File: config.mk
export PLATFORM = sky130hd
export DESIGN_NAME = pa_fmau_mac_add_norm
export DESIGN_NICKNAME = d
export VERILOG_FILES = /design/src/rtl/pa_fmau_mac_add_norm.sv
export SDC_FILE = /design/constraint.sdc
export NUM_CORES = 1
export LEC_CHECK = 0
export CAP_MARGIN = 30
export CORE_AREA = 2 2 100 199
export CTS_CLUSTER_SIZE = 16
export DETAILED_ROUTE_END_ITERATION = 8
export DIE_AREA = 0 0 102 201
export PLACE_DENSITY = 0.85
export SYNTH_ARGS = -nofsm -noshare
export SYNTH_HDL_FRONTEND = slang
export SYNTH_SLANG_ARGS = --single-unit
File: constraint.sdc
create_clock -name forever_cpuclk -period 4.7 [get_ports forever_cpuclk]
set_clock_uncertainty 0.15 [all_clocks]
set_input_delay 1.175 -clock forever_cpuclk [delete_from_list [all_inputs] [get_ports forever_cpuclk]]
set_output_delay 1.175 -clock forever_cpuclk [all_outputs]
set_load 0.005 [all_outputs]
File: src/rtl/pa_fmau_mac_add_norm.sv
// pa_fmau_mac_add_norm: EX2 product/addend add with sign-magnitude fixup, EX3 register stage with leading-zero count
module pa_fmau_mac_add_norm (
  input  logic        forever_cpuclk,
  input  logic        cpurst_b,
  input  logic        ctrl_dp_ex2_inst_pipe_down,
  input  logic        ctrl_xx_ex2_warm_up,
  input  logic        ctrl_xx_ex2_flush,
  input  logic        ex3_stall,
  input  logic [47:0] ex2_mult_data,
  input  logic        ex2_mult_sign,
  input  logic [52:0] ex2_shift_data,
  input  logic        ex2_src2_sign,
  input  logic [9:0]  ex2_mac_expnt,
  input  logic        ex2_adder_0_sel_h,
  input  logic        ex2_mac,
  output logic        ex3_vld,
  output logic [52:0] ex3_sum,
  output logic        ex3_sign,
  output logic [9:0]  ex3_expnt,
  output logic [5:0]  ex3_lzc,
  output logic        ex3_sum_zero,
  output logic        ex3_adder_0_sel_h
);
  logic [52:0] op_p, op_a, ex2_sum, sum_d, sum_q;
  logic [53:0] raw;
  logic        eff_sub, neg, ex2_sign, cap;
  logic        vld_d, vld_q, sign_d, sign_q, sel_d, sel_q;
  logic [9:0]  expnt_d, expnt_q;
  // EX2: add or subtract the aligned addend, then turn a negative difference back into a magnitude
  always_comb begin
    op_p     = {3'b0, ex2_mult_data, 2'b0};
    op_a     = ex2_mac ? ex2_shift_data : 53'b0;
    eff_sub  = ex2_mac & (ex2_mult_sign ^ ex2_src2_sign);
    raw      = {1'b0, op_p} + (eff_sub ? (~{1'b0, op_a} + 54'd1) : {1'b0, op_a});
    neg      = eff_sub & raw[53];
    ex2_sum  = neg ? (~raw[52:0] + 53'd1) : raw[52:0];
    ex2_sign = ~|ex2_sum ? (ex2_mult_sign & ~eff_sub) : (neg ? ex2_src2_sign : ex2_mult_sign);
  end
  // EX3 next state: data captures on advance or warm-up unless stalled; valid follows flush/stall/advance priority
  always_comb begin
    cap     = (ctrl_dp_ex2_inst_pipe_down | ctrl_xx_ex2_warm_up) & ~ex3_stall;
    vld_d   = ctrl_xx_ex2_flush ? 1'b0 : (ex3_stall ? vld_q : ctrl_dp_ex2_inst_pipe_down);
    sum_d   = cap ? ex2_sum : sum_q;
    sign_d  = cap ? ex2_sign : sign_q;
    expnt_d = cap ? ex2_mac_expnt : expnt_q;
    sel_d   = cap ? ex2_adder_0_sel_h : sel_q;
  end
  // EX3 pipeline registers
  always_ff @(posedge forever_cpuclk or negedge cpurst_b) begin
    if (!cpurst_b) begin
      vld_q   <= 1'b0;
      sum_q   <= 53'b0;
      sign_q  <= 1'b0;
      expnt_q <= 10'b0;
      sel_q   <= 1'b0;
    end else begin
      vld_q   <= vld_d;
      sum_q   <= sum_d;
      sign_q  <= sign_d;
      expnt_q <= expnt_d;
      sel_q   <= sel_d;
    end
  end
  // EX3 leading-zero count: the highest set bit wins, all-zero reads as 53
  always_comb begin
    ex3_lzc = 6'd53;
    for (int i = 0; i < 53; i++)
      if (sum_q[i]) ex3_lzc = 6'(52 - i);
  end
  assign ex3_vld           = vld_q;
  assign ex3_sum           = sum_q;
  assign ex3_sign          = sign_q;
  assign ex3_expnt         = expnt_q;
  assign ex3_sum_zero      = ~|sum_q;
  assign ex3_adder_0_sel_h = sel_q;
endmodule

==> out/metrics.csv, run 1 <==
metric;value;unit
first error;[ERROR DPL-0038] Utilization greater than 100%, impossible to legalize;
Net Count, Synth;1597;
Num CTS Buffers;9;
Yosys top cell area share;0.161;
die height;201;um
IO buf count;193;
CTS max path bufs;2;
CTS Hold Bufs;0;
Site Rows;72;
#FFs+latches synth;66;
starting density of the core;0.536;
count leader, synth;nor2_1;
Placed Cells;2342;
cts repair resizes;452;
# IOs;194;
Syn Inst Count;1425;
top cells by area, synth;dfrtp_1, ha_1, xnor2_1;
synthesized area;0.0102;mm^2
Fail Step;clock tree synthesis (4_1_cts);
mean post-synth cell area;7.19;um^2
Detailed Place HPWL;38900;um
top cells by count, synth;nor2_1, nand2_1, o21ai_0;
die width;102;um
post-synthesis async set-or-reset flop share;1.00;
H-tree Lvls;3;
Final GP Congestion;1.08;
leading area contributor after synthesis;dfrtp_1;
library cells used by synthesis;101;
Root Buffer;clkbuf_16;
Post-synth EDFFs;0;
Post-CTS Setup Bufs;112;
Ys Warns;0;
outcome;stopped before the end;
dominant synthesized flop cell;dfrtp_1;
post-synthesis sequential area ratio;0.161;
clk sinks;66;
per-stage QoR:
| step | util | hold slack [ps] | cell area (um^2) | TNS [ps] | setup WS (ps) |
|---|---|---|---|---|---|
| 2_1_floorplan | - | 354 | 11000 | -49210 | -2110 |
| 3_5_place_dp | 0.881 | 344 | 16800 | -111340 | -3180 |
| 3_3_place_gp | 0.881 | 341 | 16800 | -96130 | -2980 |
cells by family after synthesis:
| family | count (synthesis) | share of synthesized area |
|---|---|---|
| buffers and inverters | 100 | 0.0392 |
| AO/OA/AOI/OAI | 468 | 0.308 |
| adder cells (fa/ha/maj) | 51 | 0.0630 |
| XOR/XNOR | 125 | 0.108 |
| AND/OR/NAND/NOR | 578 | 0.282 |
| multiplexers | 37 | 0.0393 |
| flip-flops | 66 | 0.161 |
==> run 2: changes to the inputs <==
--- a/config.mk
+++ b/config.mk
@@ -6,11 +6,10 @@
 export NUM_CORES = 1
 export LEC_CHECK = 0
 export CAP_MARGIN = 30
-export CORE_AREA = 2 2 100 199
-export CTS_CLUSTER_SIZE = 16
+export CORE_AREA = 2 2 164 166
 export DETAILED_ROUTE_END_ITERATION = 8
-export DIE_AREA = 0 0 102 201
-export PLACE_DENSITY = 0.85
+export DIE_AREA = 0 0 166 168
+export PLACE_DENSITY_LB_ADDON = 0.15
 export SYNTH_ARGS = -nofsm -noshare
 export SYNTH_HDL_FRONTEND = slang
 export SYNTH_SLANG_ARGS = --single-unit
==> out/metrics.csv, run 2 <==
metric;value;unit;change
slowest CP cell;a221o_1;;
die width;166;um;+63%
dominant synthesized flop cell;dfrtp_1;;
CP max stage delay;380;ps;
clk slew on worst S/H paths;50;ps;
number of fillers in the final layout;1883;;
sequential standard cell area;0.00165;mm^2;
CTS max path bufs;2;;unchanged
antenna violations before repair;0;;
Max-Cap Viols;0;;
count leader, synth;nor2_1;;
Post-DRT Antenna Nets;0;;
library cells used by synthesis;101;;unchanged
drt first-iter violations;891;;
final worst slack;-2040;ps;
clk_lat worst skew;330;ps;
Syn Inst Count;1425;;unchanged
n_diodes;0;;
most common cell after layout, fill and taps aside;buf_4;;
leading area contributor after synthesis;dfrtp_1;;
vias in the first global route;14200;;
layout cells sized above 1;0.471;;
CP top delay family;compound AO/OA/AOI/OAI gates;;
worst hold slack;354;ps;
Tcrit/Tclk final;1.43;;
Max Transition Viols Final;0;;
fin area;0.0200;mm^2;
post-synthesis sequential area ratio;0.161;;unchanged
# IOs;194;;unchanged
vias;14300;;
top cells by area, synth;dfrtp_1, ha_1, xnor2_1;;
critical path's most frequent cell;nor4_2;;
critical path capture point type;register;;
CTS Hold Bufs;0;;unchanged
Vias/cell;5.62;;
Final Hold Fails;0;;
pwr dens;291;mW/mm^2;
worst slew pin tran;896;ps;
top cells by count, synth;nor2_1, nand2_1, o21ai_0;;
Placeable Area;0.0264;mm^2;
violated checks;negative setup slack;;
DRC;0;;
IO buf count;193;;unchanged
Final Util;0.759;;
Rel. slew slack;0.403;;
DR pass1 iterations;5;;
Root Buffer;clkbuf_16;;
Area growth syn-to-layout;95.3;%;
area taken by multi-input logic gates;0.0104;mm^2;
Req. time, crit path;4760;ps;
first-pass GRT wire length;71200;um;
largest net degree at the start of global routing;99;;
final count of negative-setup-slack endpoints;53;;
type of origin of the critical path;primary input;;
Pleak;8.63;nW;
RSZ-0062 raised after global routing;yes;;
post-DR wirelength/cell;18.5;um;
Setup WS pre-CTS;-2870;ps;+308 ps
Crit Path Category;in2reg;;
Total Neg Setup Slack;-57950;ps;
Num CTS Buffers;9;;unchanged
CP Data Arrival Time;6800;ps;
CTS tree;done;;
worst min path class;reg2reg;;
Post-DP Area;0.0170;mm^2;+0.86%
drt total wl;47100;um;
Net Count, Synth;1597;;unchanged
outcome;finished, violations left;;
minimum clock period;6740;ps;
H-tree Lvls;3;;unchanged
Site Rows;60;;-17%
highest clock rate;0.148;GHz;
clk sinks;66;;unchanged
#FFs+latches synth;66;;unchanged
worst path bufs/invs;5;;
synthesized area;0.0102;mm^2;unchanged
starting density of the core;0.389;;-0.148
post-synthesis async set-or-reset flop share;1.00;;unchanged
most frequent cells in the layout;buf_4, clkdlybuf4s50_1, nor2_1;;
Max VDD drop;0.350;mV;
Yosys top cell area share;0.161;;unchanged
Detailed Place HPWL;34600;um;-11%
die height;168;um;-16%
mean post-synth cell area;7.19;um^2;unchanged
Layout Nets;2373;;
Die ar.;0.0279;mm^2;
gr ovfl total;0;;
number of flip-flops in the largest register;53;;
Post-synth EDFFs;0;;unchanged
Final GP Congestion;0.936;;-13%
Crit Path Max Fanout;7;;
gr usage total;0.308;;
Ys Warns;0;;unchanged
run 2: cell counts after synthesis:
No cell type changed its count.
run 2: cell families after synthesis:
| logic type | Yosys count | synth area share |
|---|---|---|
| compound gates | 468 | 0.308 |
| xor+xnor | 125 | 0.108 |
| fa+ha+maj | 51 | 0.0630 |
| buf+inv | 100 | 0.0392 |
| flops | 66 | 0.161 |
| mux | 37 | 0.0393 |
| simple gates | 578 | 0.282 |
run 2: path summary, 6_finish.rpt:
kind | slack (ps) | depth (start not counted) | startpoint | to
worst min register to register | 350 | 1 | ex3_expnt[1] | ex3_expnt[1]
worst min-delay path | 350 | 1 | ex3_expnt[1] | ex3_expnt[1]
min in group asynchronous | 820 | 1 | cpurst_b | ex3_vld
worst max-delay path | -2040 | 27 | ex2_shift_data[20] | ex3_sign
worst max register to register | 3560 | 3 | ex3_sign | ex3_sign
max in group asynchronous | 2700 | 2 | cpurst_b | ex3_sum[13]
run 2: what timing repair did:
| item | 4_1_cts | 5_1_grt |
|---|---|---|
| pin swaps | 164 | 89 |
| endpoints found under the setup margin | 54 | 54 |
| setup buffers | 90 | 36 |
| resized for setup | 389 | 119 |
run 2: per-stage QoR:
stage          power [W]  instances
5_1_grt          0.00615       2547
3_5_place_dp     0.00429       2428
4_1_cts          0.00550       2522
3_3_place_gp     0.00424       2428
2_1_floorplan    0.00250       1425
6_report         0.00583       2547
run 2: routing by layer:
| layer | part of all wire | up-vias | track usage | wire length, um |
|---|---|---|---|---|
| met5 | 0 | - | 0 | 0 |
| met4 | 0.042 | 0 | 0.122 | 1970 |
| met3 | 0.047 | 131 | 0.0197 | 2240 |
| met1 | 0.43 | 6728 | 0.397 | 20400 |
| met2 | 0.48 | 577 | 0.541 | 22500 |
| li1 | - | 6876 | - | - |
run 2: cell type report:
| cell class | instances | area share |
|---|---|---|
| multi-input cells | 1259 | 0.518 |
| repair buffers | 833 | 0.355 |
| flip-flops and latches | 66 | 0.0825 |
| well taps | 341 | 0.0213 |
| clock buffers | 10 | 0.0119 |
| inverters | 32 | 0.00600 |
| clock inverters | 6 | 0.00563 |
run 2: power by group:
group / total, W / switching [W] / internal [W]
Clock: 0.000779 / 0.000245 / 0.000534
Combinational: 0.00411 / 0.00195 / 0.00216
Sequential: 0.000938 / 0.000214 / 0.000725
Power figures use the tool's default switching activity.
